==> src/rtl/udp_header_parser.sv <==
// -----------------------------------------------------------------------------
// udp_header_parser
//
// Purpose: takes accepted Ethernet frames on a 64-bit AXI-Stream, validates the
// Ethernet/IPv4/UDP headers, strips the 42 header bytes and emits the UDP
// payload realigned to lane 0. Decoded header fields and the beat-0 ingress
// timestamp are presented as sideband. Non-UDP, fragmented and runt frames are
// dropped and counted.
//
// Ports:
//   clk, rst                      core clock, asynchronous active-high reset
//   s_axis_t{data,keep,valid,ready,last,user}
//                                 ingress frame stream; tuser = timestamp (beat 0)
//   m_axis_t{data,keep,valid,ready,last,user}
//                                 payload stream; tuser = frame timestamp
//   m_src_ip, m_dst_ip            IPv4 addresses, network order
//   m_src_port, m_dst_port,
//   m_udp_len                     UDP header fields, network order
//   udp_count, runt_drop_count,
//   proto_drop_count              wrapping statistics counters
// -----------------------------------------------------------------------------
module udp_header_parser #(
  parameter int DATA_WIDTH = 64,
  parameter int KEEP_WIDTH = DATA_WIDTH / 8
) (
  input  logic                  clk,
  input  logic                  rst,
  input  logic [DATA_WIDTH-1:0] s_axis_tdata,
  input  logic [KEEP_WIDTH-1:0] s_axis_tkeep,
  input  logic                  s_axis_tvalid,
  output logic                  s_axis_tready,
  input  logic                  s_axis_tlast,
  input  logic [47:0]           s_axis_tuser,
  output logic [DATA_WIDTH-1:0] m_axis_tdata,
  output logic [KEEP_WIDTH-1:0] m_axis_tkeep,
  output logic                  m_axis_tvalid,
  input  logic                  m_axis_tready,
  output logic                  m_axis_tlast,
  output logic [47:0]           m_axis_tuser,
  output logic [31:0]           m_src_ip,
  output logic [31:0]           m_dst_ip,
  output logic [15:0]           m_src_port,
  output logic [15:0]           m_dst_port,
  output logic [15:0]           m_udp_len,
  output logic [31:0]           udp_count,
  output logic [31:0]           runt_drop_count,
  output logic [31:0]           proto_drop_count
);

  typedef enum logic [1:0] {ST_HDR, ST_PAYLOAD, ST_FLUSH, ST_DROP} state_e;

  function automatic logic [3:0] keep_count(input logic [KEEP_WIDTH-1:0] k);
    keep_count = '0;
    for (int i = 0; i < KEEP_WIDTH; i++) keep_count = keep_count + 4'(k[i]);
  endfunction

  // Contiguous low-lane byte mask with n (0..8) lanes set.
  function automatic logic [7:0] lo_mask(input logic [3:0] n);
    return 8'((9'd1 << n) - 9'd1);
  endfunction

  // Two consecutive lanes starting at lane n, first lane in the upper byte.
  function automatic logic [15:0] be16(input logic [63:0] d, input int n);
    return {d[8*n +: 8], d[8*(n+1) +: 8]};
  endfunction

  state_e        state_q, state_d;
  logic [2:0]    beat_q, beat_d;
  logic [47:0]   hold_q, hold_d;
  logic [2:0]    res_q, res_d;
  // Header fields captured on beats 0..4; published only at beat 5.
  logic [47:0]   ts_q, ts_d;
  logic [31:0]   sip_q, sip_d, dip_q, dip_d;
  logic [15:0]   sport_q, sport_d, dport_q, dport_d, ulen_q, ulen_d;
  logic [63:0]   tdata_q, tdata_d;
  logic [7:0]    tkeep_q, tkeep_d;
  logic          tvalid_q, tvalid_d, tlast_q, tlast_d;
  logic [47:0]   tuser_q, tuser_d;
  logic [31:0]   src_ip_q, src_ip_d, dst_ip_q, dst_ip_d;
  logic [15:0]   src_port_q, src_port_d, dst_port_q, dst_port_d, udp_len_q, udp_len_d;
  logic [31:0]   udp_cnt_q, udp_cnt_d, runt_cnt_q, runt_cnt_d, proto_cnt_q, proto_cnt_d;

  logic          ready_c, out_free, drop_proto, drop_runt, hdr1_ok, hdr2_ok;
  logic [3:0]    in_c;

  assign in_c     = keep_count(s_axis_tkeep);
  assign out_free = !tvalid_q || m_axis_tready;
  // Ethertype 0x0800 and version/IHL 0x45 live in beat 1; flags/offset and
  // protocol live in beat 2.
  assign hdr1_ok  = (be16(s_axis_tdata, 4) == 16'h0800) && (s_axis_tdata[55:48] == 8'h45);
  assign hdr2_ok  = ((be16(s_axis_tdata, 4) & 16'h3FFF) == 16'h0000) &&
                    (s_axis_tdata[63:56] == 8'd17);

  // NOTE: every variable gets its default before the case so no path leaves a
  // value unassigned, which would otherwise infer a latch.
  always_comb begin
    state_d     = state_q;     beat_d      = beat_q;      hold_d     = hold_q;
    res_d       = res_q;       ts_d        = ts_q;        sip_d      = sip_q;
    dip_d       = dip_q;       sport_d     = sport_q;     dport_d    = dport_q;
    ulen_d      = ulen_q;      tdata_d     = tdata_q;     tkeep_d    = tkeep_q;
    tlast_d     = tlast_q;     tuser_d     = tuser_q;     src_ip_d   = src_ip_q;
    dst_ip_d    = dst_ip_q;    src_port_d  = src_port_q;  dst_port_d = dst_port_q;
    udp_len_d   = udp_len_q;   udp_cnt_d   = udp_cnt_q;   runt_cnt_d = runt_cnt_q;
    proto_cnt_d = proto_cnt_q;
    tvalid_d    = tvalid_q && !m_axis_tready;
    ready_c     = 1'b0;
    drop_proto  = 1'b0;
    drop_runt   = 1'b0;

    unique case (state_q)
      ST_HDR: begin
        ready_c = 1'b1;
        if (s_axis_tvalid) begin
          beat_d = beat_q + 3'd1;
          unique case (beat_q)
            3'd0: begin
              ts_d      = s_axis_tuser;
              drop_runt = s_axis_tlast;
            end
            3'd1: begin
              drop_proto = !hdr1_ok;
              drop_runt  = s_axis_tlast;
            end
            3'd2: begin
              drop_proto = !hdr2_ok;
              drop_runt  = s_axis_tlast;
            end
            3'd3: begin
              sip_d        = {be16(s_axis_tdata, 2), be16(s_axis_tdata, 4)};
              dip_d[31:16] = be16(s_axis_tdata, 6);
              drop_runt    = s_axis_tlast;
            end
            3'd4: begin
              dip_d[15:0] = be16(s_axis_tdata, 0);
              sport_d     = be16(s_axis_tdata, 2);
              dport_d     = be16(s_axis_tdata, 4);
              ulen_d      = be16(s_axis_tdata, 6);
              drop_runt   = s_axis_tlast;
            end
            default: begin
              // Beat 5: lanes 0-1 are the UDP checksum, lanes 2-7 open the payload.
              if (s_axis_tlast && in_c <= 4'd2) begin
                drop_runt = 1'b1;
              end else begin
                udp_cnt_d  = udp_cnt_q + 32'd1;
                src_ip_d   = sip_q;
                dst_ip_d   = dip_q;
                src_port_d = sport_q;
                dst_port_d = dport_q;
                udp_len_d  = ulen_q;
                tuser_d    = ts_q;
                hold_d     = s_axis_tdata[63:16];
                beat_d     = 3'd0;
                res_d      = 3'(in_c - 4'd2);
                state_d    = s_axis_tlast ? ST_FLUSH : ST_PAYLOAD;
              end
            end
          endcase
        end
      end
      ST_PAYLOAD: begin
        ready_c = out_free;
        if (s_axis_tvalid && out_free) begin
          tdata_d  = {s_axis_tdata[15:0], hold_q};
          tvalid_d = 1'b1;
          hold_d   = s_axis_tdata[63:16];
          tkeep_d  = 8'hFF;
          tlast_d  = 1'b0;
          if (s_axis_tlast) begin
            if (in_c <= 4'd2) begin
              tkeep_d = lo_mask(in_c + 4'd6);
              tlast_d = 1'b1;
              state_d = ST_HDR;
            end else begin
              res_d   = 3'(in_c - 4'd2);
              state_d = ST_FLUSH;
            end
          end
        end
      end
      ST_FLUSH: begin
        // The residual beat is loaded as soon as the output register frees up.
        if (out_free) begin
          tdata_d  = {16'h0000, hold_q};
          tkeep_d  = lo_mask({1'b0, res_q});
          tlast_d  = 1'b1;
          tvalid_d = 1'b1;
          state_d  = ST_HDR;
        end
      end
      ST_DROP: begin
        ready_c = 1'b1;
        if (s_axis_tvalid && s_axis_tlast) state_d = ST_HDR;
      end
      default: state_d = ST_HDR;
    endcase

    // A protocol failure wins over a runt when the failing beat is also tlast.
    if (drop_proto) begin
      proto_cnt_d = proto_cnt_q + 32'd1;
      beat_d      = 3'd0;
      state_d     = s_axis_tlast ? ST_HDR : ST_DROP;
    end else if (drop_runt) begin
      runt_cnt_d = runt_cnt_q + 32'd1;
      beat_d     = 3'd0;
      state_d    = ST_HDR;
    end
  end

  // NOTE: non-blocking assignments so every register samples the values that
  // were settled before this edge, independent of statement order. The hold and
  // shadow registers are reset too, because all outputs must read 0 in reset.
  always_ff @(posedge clk or posedge rst) begin
    if (rst) begin
      state_q <= ST_HDR;  beat_q <= '0;   hold_q <= '0;   res_q <= '0;
      ts_q <= '0;  sip_q <= '0;  dip_q <= '0;  sport_q <= '0;  dport_q <= '0;  ulen_q <= '0;
      tdata_q <= '0;  tkeep_q <= '0;  tvalid_q <= 1'b0;  tlast_q <= 1'b0;  tuser_q <= '0;
      src_ip_q <= '0;  dst_ip_q <= '0;  src_port_q <= '0;  dst_port_q <= '0;  udp_len_q <= '0;
      udp_cnt_q <= '0;  runt_cnt_q <= '0;  proto_cnt_q <= '0;
    end else begin
      state_q <= state_d;  beat_q <= beat_d;  hold_q <= hold_d;  res_q <= res_d;
      ts_q <= ts_d;  sip_q <= sip_d;  dip_q <= dip_d;  sport_q <= sport_d;
      dport_q <= dport_d;  ulen_q <= ulen_d;
      tdata_q <= tdata_d;  tkeep_q <= tkeep_d;  tvalid_q <= tvalid_d;
      tlast_q <= tlast_d;  tuser_q <= tuser_d;
      src_ip_q <= src_ip_d;  dst_ip_q <= dst_ip_d;  src_port_q <= src_port_d;
      dst_port_q <= dst_port_d;  udp_len_q <= udp_len_d;
      udp_cnt_q <= udp_cnt_d;  runt_cnt_q <= runt_cnt_d;  proto_cnt_q <= proto_cnt_d;
    end
  end

  // Ready is held low while reset is asserted so every output reads 0.
  assign s_axis_tready    = ready_c && !rst;
  assign m_axis_tdata     = tdata_q;
  assign m_axis_tkeep     = tkeep_q;
  assign m_axis_tvalid    = tvalid_q;
  assign m_axis_tlast     = tlast_q;
  assign m_axis_tuser     = tuser_q;
  assign m_src_ip         = src_ip_q;
  assign m_dst_ip         = dst_ip_q;
  assign m_src_port       = src_port_q;
  assign m_dst_port       = dst_port_q;
  assign m_udp_len        = udp_len_q;
  assign udp_count        = udp_cnt_q;
  assign runt_drop_count  = runt_cnt_q;
  assign proto_drop_count = proto_cnt_q;

endmodule

==> config.mk <==
export PLATFORM = sky130hd
export DESIGN_NAME = udp_header_parser
export DESIGN_NICKNAME = d
export VERILOG_FILES = /design/src/rtl/udp_header_parser.sv
export SDC_FILE = /design/constraint.sdc
export NUM_CORES = 1
export LEC_CHECK = 0
export ABC_CLOCK_PERIOD_IN_PS = 49800
export CORE_MARGIN = 2
export CORE_UTILIZATION = 55
export DETAILED_ROUTE_END_ITERATION = 8
export PLACE_DENSITY = 0.85
export SLEW_MARGIN = 10
export SYNTH_ARGS = -nofsm -noshare
export SYNTH_HDL_FRONTEND = slang
export SYNTH_SLANG_ARGS = --single-unit
==> constraint.sdc <==
create_clock -name clk -period 49.8 [get_ports clk]
set_clock_uncertainty 0.05 [all_clocks]
set_input_delay 9.96 -clock clk [delete_from_list [all_inputs] [get_ports clk]]
set_output_delay 9.96 -clock clk [all_outputs]
set_load 0.01 [all_outputs]
==> results of run 1 <==
## final cells by class
| class | instances | area, sq um | area share |
|---|---|---|---|
| inverters | 26 | 105 | 0.00364 |
| clock inverters | 16 | 170 | 0.00589 |
| flip-flops and latches | 546 | 13700 | 0.473 |
| clock buffers | 83 | 1670 | 0.0578 |
| repair buffers | 468 | 4650 | 0.161 |
| multi-input cells | 1304 | 7980 | 0.276 |
| well taps | 525 | 657 | 0.0227 |
| diodes | 3 | 7.51 | 0.000260 |
## logic make-up after synthesis
| kind of cell | count (synthesis) | synth area share |
|---|---|---|
| multiplexers | 214 | 0.112 |
| adder cells (fa/ha/maj) | 23 | 0.0144 |
| buffers and inverters | 115 | 0.0218 |
| flip-flops | 546 | 0.619 |
| AO/OA/AOI/OAI | 49 | 0.0167 |
| AND/OR/NAND/NOR | 920 | 0.176 |
| XOR/XNOR | 98 | 0.0397 |
## worst min-delay path by stage
stage / start / cells past startpoint / to / slack, ns
floorplan: ts_q[0]$_DFFE_PP0P_ / 2 / m_axis_tuser[0]$_DFFE_PP0P_ / 0.38
global placement: sip_q[22]$_DFFE_PP0P_ / 2 / m_src_ip[22]$_DFFE_PP0P_ / 0.39
detailed placement: sip_q[15]$_DFFE_PP0P_ / 2 / m_src_ip[15]$_DFFE_PP0P_ / 0.40
CTS: dip_q[21]$_DFFE_PP0P_ / 2 / m_dst_ip[21]$_DFFE_PP0P_ / 0.41
global route: sip_q[28]$_DFFE_PP0P_ / 2 / m_src_ip[28]$_DFFE_PP0P_ / 0.43
finish: dip_q[21]$_DFFE_PP0P_ / 2 / m_dst_ip[21]$_DFFE_PP0P_ / 0.41
## cells in the final DEF (no fill, tap or decap), drive strengths merged, types with 4 or more instances in the layout
cell	n
a21oi	7
a31oi	5
and2	10
and3	17
and4	8
buf	13
clkbuf	83
clkdlybuf4s50	455
clkinv	10
dfrtp	546
fa	4
ha	19
inv	26
mux2	211
nand2	709
nand3	61
nand4	25
nor2	28
nor2b	5
nor3	21
nor3b	5
nor4	17
nor4b	5
o211ai	5
o21ai	8
xnor2	59
xor2	39
## registers in the layout (all words and copies together), names as in the netlist, 32 cells and up
signal            cells
ts_q                 48
proto_drop_count     32
m_src_ip             32
udp_count            32
m_axis_tdata         64
m_dst_ip             32
sip_q                32
m_axis_tuser         48
dip_q                32
hold_q               48
runt_drop_count      32
## report_power, final
| part | leakage, nW | internal [W] | switching, W |
|---|---|---|---|
| Combinational | 5.96 | 0.000288 | 0.000292 |
| Clock | 0.908 | 0.000246 | 0.000172 |
| Sequential | 7.13 | 0.000598 | 0.0000927 |
## routing by layer
layer,track usage,vias up,wire (um)
met5,0,-,27
li1,-,7307,-
met4,0.126,4,2420
met3,0.0824,154,5010
met1,0.361,8312,23700
met2,0.483,622,29600
## through the flow
| step | hold WS, ns | setup WS, ns | cell area [sq um] |
|---|---|---|---|
| after CTS | 0.410 | 28.27 | 28900 |
| after global routing | 0.432 | 28.18 | 28900 |
| after detailed placement | 0.396 | 28.30 | 27100 |
| after floorplan | 0.383 | 24.53 | 22100 |
| after global placement | 0.390 | 28.27 | 27100 |
| final | 0.408 | 28.26 | 28900 |
## worst min-delay path, cell delays in order, from the launching register on
cell     delay [ns]
dfrtp_1        0.33
nand2_1        0.05
nand2_1        0.05
==> reports/results.txt, run 1 <==
The HPWL reported at the end of detailed placement is 40,000 um, and the post-synthesis sequential element count is 546. The largest delay contributor family on the critical path is buffers and inverters. The cell accounting for the most synthesized area was dfrtp_1. For the worst-skew pair, the clock arrives at the later sink with an insertion delay of 0.59 ns. A synthesized cell averages 11.2 sq um. After the first detailed-routing iteration, the DRC count stood at 1,067.

Across the run, the number of max-cap violations was 0. The number of cells on the worst reg-to-reg path was 8; the count of cell types in the netlist was 59. The worst setup path is launched from an input pin. The sort of element at the end of the critical path is an output port. The iteration count of the initial detailed-routing pass was 5; the weighted congestion reported at the end of routability-driven placement was 0.876. The final core utilization is 0.729, and the slew of the pin with the lowest slew margin is 1.23 ns. The H-tree depth is 2. The flow ran to the end, and the final reports show no timing, DRC or antenna violations.

Clock tree synthesis inserted a total of 54 buffers. TritonCTS built the clock tree. The number of input and output port buffers inserted was 455. The peak fanout along the critical path is 2, and the wire length of the first global-routing pass is 94,800 um. The via-per-instance ratio works out to 5.52. The power per cell area is 58.4 nW/um^2, and the count of unresolved DRC violations after routing is 0.

After synthesis, the most frequently instantiated cells are nand2_1, dfrtp_1, mux2_2. After clock tree synthesis, the setup repair step added 0 buffers. The post-synthesis async set-or-reset flop share works out to 1.00. Fraction of final layout cells sized beyond drive strength 1: 0.136. The number of antenna violations at the first check in global routing was 5.

The number of buffers and inverters on the critical path is 2. The setup check on the worst reg-to-reg path leaves a slack of 45.63 ns. The die covers 41,800 sq um.

Predominant post-synthesis flop cell: dfrtp_1. For the worst endpoint required time, the log shows 39.79 ns. The detailed-route wire length per cell is 20.5 um. The number of gates resized after CTS came out at 0. For the overall overflow remaining after global route, the log shows 0. The die is 204 um tall. The global-route total usage across every layer was 0.292. The most critical setup path has its endpoint at s_axis_tready. Derived from the worst setup path, the maximum achievable clock frequency is 0.0464 GHz. The tools report the total number of vias as 16,400. The number of slew-limit violations in the final report is 0, and the final cycle utilization of the critical path is 0.433.

The tools report the summed negative setup slack over all endpoints as 0 ns. Setup violations remaining at the end of the flow were counted as 0. The logs give 0 for the number of endpoints with negative hold slack in the final report and 0 for the hold buffer count at cts.

The cell at the slowest stage of the critical path was clkdlybuf4s50_1. Peak supply drop: 44.5 uV. The worst hold path belongs to the class reg -> reg. In this design, the stage delay of the slowest critical-path cell is 0.60 ns. Post-synthesis instance total: 1,965. The tools report the fill cell total of the finished layout as 2,532.

During synthesis, Yosys emitted a total of 0 warnings. The number of nets with antenna violations after routing was 0. The tools report the tightest slew margin relative to the limit as 0.183.

The critical path is of the in -> out type. After synthesis the cells add up to 22,100 sq um. The logs give 60,800 um for the final wirelength and 546 for the number of clock sinks. In the post-synthesis netlist, the cell with the most instances is nand2_1. The overall power of the completed layout was 0.00169 W. Setup repair after global routing left no endpoint under its margin.

The run gives 2,113 as the post-synth net total. The worst register-to-register path begins at beat_q[0]$_DFFE_PP0P_. The endpoint of the worst register-to-register path is res_q[0]$_DFFE_PP0P_.

The arrival time at the worst endpoint is 11.53 ns. 456 I/O pins were placed. The root buffer cell chosen for the clock tree is clkbuf_16.

The finished layout holds 2,971 standard cells, fillers aside. After floorplanning, the core was sized to cover 39,600 sq um. The layout overhead on the synthesized area came out at 31.0%. The die is 204 um wide. Row generation in the floorplan step produced 73 rows. The number of enable flip-flop cells after synthesis was 0; the area share of the largest cell type after synthesis was 0.619.

The sequential share of the synthesized area was 0.619; the cell depth of the worst setup path was 5. The net count of the finished layout is 2,548. The tools report the leakage power figure as 14.0 nW. The clock passes through at most 3 buffers.

The cell that appears most often on the critical path is clkdlybuf4s50_1. Clock-pin slew was measured on the worst setup and hold paths at 0.06 ns. The critical path goes through clkdlybuf4s50_1, nand2b_1, nand2_1, a211oi_1, clkdlybuf4s50_1. Via count of the first global-routing pass: 17,200. Yosys attributes the largest share of cell area to dfrtp_1, nand2_1, mux2_2, xnor2_1, xor2_1.

The instance count after placement with tap cells included is 2,869, and the final critical delay including setup and external delays is 21.54 ns. The critical path starts at m_axis_tready. The run gives 92 as the pin count of the biggest net entering global routing. The starting density of the core came out at 0.557.
Power figures use the tool's default switching activity.
==> run 2: changes to the inputs <==
--- a/config.mk
+++ b/config.mk
@@ -5,11 +5,11 @@
 export SDC_FILE = /design/constraint.sdc
 export NUM_CORES = 1
 export LEC_CHECK = 0
-export ABC_CLOCK_PERIOD_IN_PS = 49800
+export ABC_CLOCK_PERIOD_IN_PS = 20900
 export CORE_MARGIN = 2
-export CORE_UTILIZATION = 55
+export CORE_UTILIZATION = 51
 export DETAILED_ROUTE_END_ITERATION = 8
-export PLACE_DENSITY = 0.85
+export PLACE_DENSITY = 0.8
 export SLEW_MARGIN = 10
 export SYNTH_ARGS = -nofsm -noshare
 export SYNTH_HDL_FRONTEND = slang
==> constraint.sdc (replaced) <==
create_clock -name clk -period 20.9 [get_ports clk]
set_clock_uncertainty 0.05 [all_clocks]
set_input_delay 4.18 -clock clk [delete_from_list [all_inputs] [get_ports clk]]
set_output_delay 4.18 -clock clk [all_outputs]
set_load 0.01 [all_outputs]
==> reports/results.txt, run 2 (same netlist as run 1, synthesis figures left out) <==
The flow ran to the end, and the final reports show no timing, DRC or antenna violations. For the instance count after placement with tap cells included, the log shows 2,928 (+2.1%). The wire length of the first global-routing pass was 93,500 um (-1.4%); the cell area after layout was 28,900 sq um (+0.12%). The run gives 0 (unchanged) as the number of gates resized after CTS.

The core region area came out at 42,900 sq um (+8.2%). Number of clock sinks: 546 (unchanged). The floorplan die height came out at 212 um (+3.8%). Setup repair after global routing left no endpoint under its margin. The worst hold path belongs to the class reg -> reg.

The insertion delay of the later-clocked pin in the worst-skew pair is 0.61 ns (+0.02 ns). The global-route total usage across every layer was 0.268 (-0.0244). The run gives 0 (unchanged) as the number of endpoints with negative hold slack in the final report. The tools report the area of the die as 45,000 sq um (+7.7%). The tightest slew margin relative to the limit is 0.222 (+0.0388), and the fraction of final layout cells sized beyond drive strength 1 is 0.134 (-0.00158). The number of top-level pins is 456 (unchanged), and the final cycle utilization of the critical path is 0.478.

The detailed-route wire length per cell works out to 19.8 um (-3.3%). From synthesis to final layout, the design area changed by 31.1%. TritonCTS built the clock tree.

The number of non-filler instances in the completed layout is 3,031 (+2.0%). The library cells used most frequently in the layout, excluding fill and tap cells, are nand2_1, dfrtp_1, clkdlybuf4s50_1. STA classifies the critical path endpoint as an output port. The fill cell total of the finished layout is 3,108 (+23%), and the number of slew-limit violations in the final report is 0 (unchanged). The number of nets with antenna violations after routing was 0 (unchanged); the HPWL reported at the end of detailed placement was 40,700 um (+1.7%). The run gives 1,364 (+28%) as the first-iteration detailed-routing DRC count. The total setup violations reported at the end of the flow came out at 0 (unchanged).

The number of max-cap violations came out at 0 (unchanged). The tools report the pin count of the biggest net entering global routing as 174 (+89%). The tools report the final worst-path setup slack as 10.91 ns (-17.35 ns). The tools report the startpoint type of the worst setup path as an input pin.

The slew of the pin with the lowest slew margin was 1.17 ns (-0.0581 ns); the number of antenna violations at the first check in global routing was 7 (+2). The tools report the summed negative setup slack over all endpoints as 0 ns (unchanged). The kind of critical path was in -> out. The run gives 0.515 (-0.0421) as the starting density of the core. The maximum frequency from static timing analysis was 0.100 GHz; the die boundary width was 212 um (+3.8%). The number of cells on the worst reg-to-reg path came out at 9 (+1). The power per cell area is 138 nW/um^2 (+140%). The run gives 14.0 nW (-0.19%) as the leakage power figure. Most common cell after layout, fill and taps aside: nand2_1.

For the worst endpoint required time, the log shows 16.67 ns (-23.12 ns). The clock edge transition at the registers on the reported setup and hold paths is 0.06 ns (about the same), and the total number of vias is 16,300 (-0.83%). The peak fanout along the critical path is 2 (unchanged). Number of flip-flops under the largest register name: 64 (unchanged).

The floorplan row count was 76 (+4.1%); the number of stages on the worst hold path was 2 (unchanged). The maximum clock insertion buffer count was 3 (unchanged); the buffers inserted during post-CTS setup optimization was 0 (unchanged). The number of nets in the layout is 2,548 (unchanged), and the number of buffers inserted during clock tree synthesis is 55 (+1.9%). The run gives 0 (unchanged) as the overall overflow remaining after global route. The number of input and output port buffers inserted is 455 (unchanged). The standard cell area after detailed placement was 27,100 sq um (+0.30%).

The placement-stage worst setup slack came out at 10.90 ns (-17.40 ns). In this run the clock root is driven by a clkbuf_16. The tools report the weighted congestion reported at the end of routability-driven placement as 0.871 (-0.65%). The arrival time at the worst endpoint was 5.76 ns (-5.77 ns). The routed design could run at a clock period as short as 9.99 ns. The logs give 0 (unchanged) for the count of unresolved DRC violations after routing and 89.2 uV (+100%) for the peak supply drop.

The via count of the first global-routing pass is 16,800 (-2.5%). The hold buffer count at cts was 0 (unchanged). The via-per-instance ratio works out to 5.37 (-2.8%). The logs give 5 (unchanged) for the iteration count of the initial detailed-routing pass and 2 (unchanged) for the H-tree depth. The tools report the final wirelength as 60,000 um (-1.3%).
run 2: area by class of cell:
type                       instances  area [sq um]  share of cell area
antenna                            4          10.0            0.000346
tap                              585           732              0.0253
timing repair buffer             467          4660               0.161
clock buffer                      84          1670              0.0576
sequential                       546         13700               0.472
multi-input combinational       1304          7980               0.276
clock inverter                    15           126             0.00437
inverter                          26           105             0.00363
run 2: metrics by stage:
stage	util	total power [W]	hold WS [ns]
after floorplan	-	0.00232	0.383
after global placement	0.633	0.00296	0.390
after detailed placement	0.633	0.00302	0.398
after CTS	0.675	0.00401	0.406
after global routing	0.675	0.00420	0.425
final	0.675	0.00398	0.403
run 2: path summary, 6_finish.rpt:
kind	startpoint	endpoint	slack [ns]
max	m_axis_tready	s_axis_tready	10.91
min	sport_q[3]$_DFFE_PP0P_	m_src_port[3]$_DFFE_PP0P_	0.40
max reg2reg	beat_q[0]$_DFFE_PP0P_	m_src_ip[6]$_DFFE_PP0P_	17.25
min reg2reg	sport_q[3]$_DFFE_PP0P_	m_src_port[3]$_DFFE_PP0P_	0.40
max in group asynchronous	rst	m_axis_tdata[23]$_DFFE_PP0P_	13.06
min in group asynchronous	rst	ts_q[6]$_DFFE_PP0P_	4.10
run 2: critical path: stages:
cell	delay, ns
clkdlybuf4s50_1	0.48
nand2b_1	0.12
nand2_1	0.06
a211oi_1	0.32
clkdlybuf4s50_1	0.61
run 2: routing by layer:
layer,track usage,up-vias,part of all wire
met5,0,-,0.00090
met1,0.340,8231,0.40
met4,0.102,8,0.035
met2,0.433,573,0.48
met3,0.0827,125,0.088
li1,-,7326,-
run 2: power breakdown:
part           switching, W  internal, W
Clock              0.000408     0.000560
Combinational      0.000680     0.000686
Sequential         0.000225      0.00142
Total               0.00131      0.00267
==> run 3: changes to the inputs <==
--- a/config.mk
+++ b/config.mk
@@ -5,7 +5,7 @@
 export SDC_FILE = /design/constraint.sdc
 export NUM_CORES = 1
 export LEC_CHECK = 0
-export ABC_CLOCK_PERIOD_IN_PS = 20900
+export ABC_CLOCK_PERIOD_IN_PS = 9800
 export CORE_MARGIN = 2
 export CORE_UTILIZATION = 51
 export DETAILED_ROUTE_END_ITERATION = 8
==> constraint.sdc (replaced) <==
create_clock -name clk -period 9.8 [get_ports clk]
set_clock_uncertainty 0.05 [all_clocks]
set_input_delay 1.96 -clock clk [delete_from_list [all_inputs] [get_ports clk]]
set_output_delay 1.96 -clock clk [all_outputs]
set_load 0.01 [all_outputs]
==> reports/results.txt, run 3 (same netlist as run 1, synthesis figures left out) <==
The total setup violations reported at the end of the flow came out at 0 (unchanged). The critical register-to-register path startpoint was beat_q[0]$_DFFE_PP0P_. The switching power is 0.00281 W (+110%), and the power per cell area is 298 nW/um^2 (+120%). The tools report the number of nets in the layout as 2,548 (unchanged).

The placement-stage worst setup slack was 2.28 ns (-8.62 ns). The first-iteration detailed-routing DRC count was 1,260 (-7.6%); the number of cells on the worst reg-to-reg path was 9 (unchanged). The signal on the critical path passes through clkdlybuf4s50_1, fa_1, inv_1, fa_1, fa_1, inv_1, ha_1, fa_1, nand2_1, o2111ai_4, and3_4, buf_4, buf_4, nand2_1, nand2_1.

Clock edge transition at the registers on the reported setup and hold paths: 0.06 ns (about the same). Starting density of the core: 0.515 (unchanged). The floorplan die height was 212 um (unchanged); the hold buffer count at cts was 0 (unchanged). The iteration count of the initial detailed-routing pass is 7 (+2), and the core region area is 42,900 sq um (unchanged). The tools report the summed negative setup slack over all endpoints as 0 ns (unchanged). Setup repair after global routing left no endpoint under its margin.

The arrival time at the worst endpoint came out at 7.35 ns (+1.59 ns). The tools report the number of buffers inserted during clock tree synthesis as 55 (unchanged). STA classifies the critical path endpoint as a flop. The number of input and output port buffers inserted is 455 (unchanged), and the leakage power figure is 14.1 nW (+0.56%).

The tools report the wire length of the first global-routing pass as 92,800 um (-0.81%). The run finished with clean final reports. The detailed-route wire length per cell was 19.7 um (-0.47%); the share of power burned in combinational logic was 0.336 (-0.007). The final worst-path setup slack is 2.94 ns (-7.97 ns), and the number of antenna repair diodes is 0 (-4). The worst setup path is launched from an input pin.

The number of stages on the worst hold path came out at 2 (unchanged). The peak supply drop is 229 uV (+160%), and the number of endpoints with negative hold slack in the final report is 0 (unchanged). Via count of the first global-routing pass: 16,700 (-0.45%).

The cell at the slowest stage of the critical path is buf_4. The number of gates resized after CTS was 0 (unchanged). The library cells used most frequently in the layout, excluding fill and tap cells, are nand2_1, dfrtp_1, clkdlybuf4s50_1. For the floorplan row count, the log shows 76 (unchanged).

The largest stage delay on the critical path was 0.81 ns (+0.20 ns); the final wirelength was 59,700 um (-0.44%). Subtracting the final worst setup slack from the clock period gives 6.86 ns. The peak fanout along the critical path was 86 (+84).

The number of flip-flops under the largest register name was 64 (unchanged); the number of antenna violations at the first check in global routing was 3 (-4). The switching share of power was 0.324 (-0.00520); the fraction of final layout cells sized beyond drive strength 1 was 0.134 (about the same). The weighted congestion reported at the end of routability-driven placement was 0.835 (-4.1%). The logs give 186 (+6.9%) for the pin count of the biggest net entering global routing and 0.266 (-0.00153) for the global-route total usage across every layer. Area of the die: 45,000 sq um (unchanged).

Leaving out fill and tap cells, the most frequent cell in the layout is nand2_1. The layout overhead on the synthesized area works out to 31.8%. The H-tree depth came out at 2 (unchanged). The maximum frequency from static timing analysis was 0.146 GHz; the clock share of power was 0.257 (+0.014). The tools report the number of clock sinks as 546 (unchanged). Worst hold endpoint: m_src_ip[17]$_DFFE_PP0P_. The run gives 40,200 um (-1.3%) as the HPWL reported at the end of detailed placement.

The tools report the insertion delay of the later-clocked pin in the worst-skew pair as 0.61 ns (about the same). For the buffers inserted during post-CTS setup optimization, the log shows 0 (unchanged). The library cell appearing most often on the critical path was fa_1.

For the count of unresolved DRC violations after routing, the log shows 0 (unchanged). The flop-to-flop setup slack is 6.13 ns (-11.12 ns). The endpoint of the worst register-to-register path is m_src_ip[31]$_DFFE_PP0P_. In this run the worst hold path is classified as reg -> reg. Hold path startpoint: sip_q[17]$_DFFE_PP0P_.

The final cycle utilization of the critical path came out at 0.700. The die boundary width came out at 212 um (unchanged). The number of slew-limit violations in the final report came out at 0 (unchanged). The tools report the sequential group share of total power as 0.407 (-0.007). TritonCTS built the clock tree. The via-per-instance ratio is 5.31 (-0.97%), and the maximum clock insertion buffer count is 3 (unchanged).

The kind of critical path is in -> reg. The root buffer selected by CTS is clkbuf_16. For the number of max-cap violations, the log shows 0 (unchanged). The tightest slew margin relative to the limit was 0.208 (-0.0139); the number of top-level pins was 456 (unchanged). The number of nets with antenna violations after routing was 0 (unchanged); the worst endpoint required time was 10.29 ns (-6.38 ns). The cell-internal power is 0.00585 W (+120%), and the slew of the pin with the lowest slew margin is 1.19 ns (+0.0208 ns).

The overall overflow remaining after global route was 0 (unchanged); the total number of vias was 16,100 (-0.93%).
-- run 3: how the worst max path moves through the flow --
stage                                from                          to  slack (ns)
after floorplan                       rst       beat_q[0]$_DFFE_PP0P_        0.36
after global placement    s_axis_tkeep[0]     m_src_ip[3]$_DFFE_PP0P_        2.45
after detailed placement  s_axis_tkeep[0]  m_dst_port[12]$_DFFE_PP0P_        2.28
after CTS                 s_axis_tkeep[0]    m_src_ip[31]$_DFFE_PP0P_        2.88
after global routing      s_axis_tkeep[0]    m_src_ip[31]$_DFFE_PP0P_        2.64
final                     s_axis_tkeep[0]    m_src_ip[31]$_DFFE_PP0P_        2.94
-- run 3: critical path: cells and delay by family --
| kind | cells | cell delay, ns |
|---|---|---|
| AO/OA/AOI/OAI | 1 | 0.16 |
| adder cells (fa/ha/maj) | 5 | 2.44 |
| buffers and inverters | 5 | 2.06 |
| AND/OR/NAND/NOR | 4 | 0.66 |
-- run 3: through the flow --
stage          instance area [sq um]   util  instances  total power (W)  hold slack, ns
2_1_floorplan                  22100      -       1965          0.00496           0.383
3_3_place_gp                   27100  0.633       2928          0.00631           0.390
3_5_place_dp                   27100  0.633       2928          0.00644           0.392
4_1_cts                        29100  0.678       3032          0.00872           0.411
5_1_grt                        29100  0.678       3032          0.00911           0.428
6_report                       29100  0.678       3032          0.00865           0.409
-- run 3: area by class of cell --
class                   count  area [sq um]
repair buffers            467          4670
fillers                  3057         13800
flip-flops and latches    546         13700
clock buffers              83          1610
clock inverters            21           323
well taps                 585           732
inverters                  26           101
multi-input cells        1304          7980
-- run 3: routing by layer --
layer | track usage | up-vias | wire length, um
li1 | - | 7336 | -
met1 | 0.329 | 8121 | 23400
met2 | 0.439 | 543 | 29100
met3 | 0.0855 | 107 | 5130
met4 | 0.0996 | 4 | 1990
met5 | 0 | - | 30
-- run 3: power by group through the flow --
stage / registers (W) / logic (W) / clock network [W]
floorplan: 0.00364 / 0.00132 / 0
finish: 0.00352 / 0.00290 / 0.00223
detailed placement: 0.00354 / 0.00290 / 0
CTS: 0.00352 / 0.00293 / 0.00227
global route: 0.00360 / 0.00315 / 0.00236
global placement: 0.00351 / 0.00281 / 0
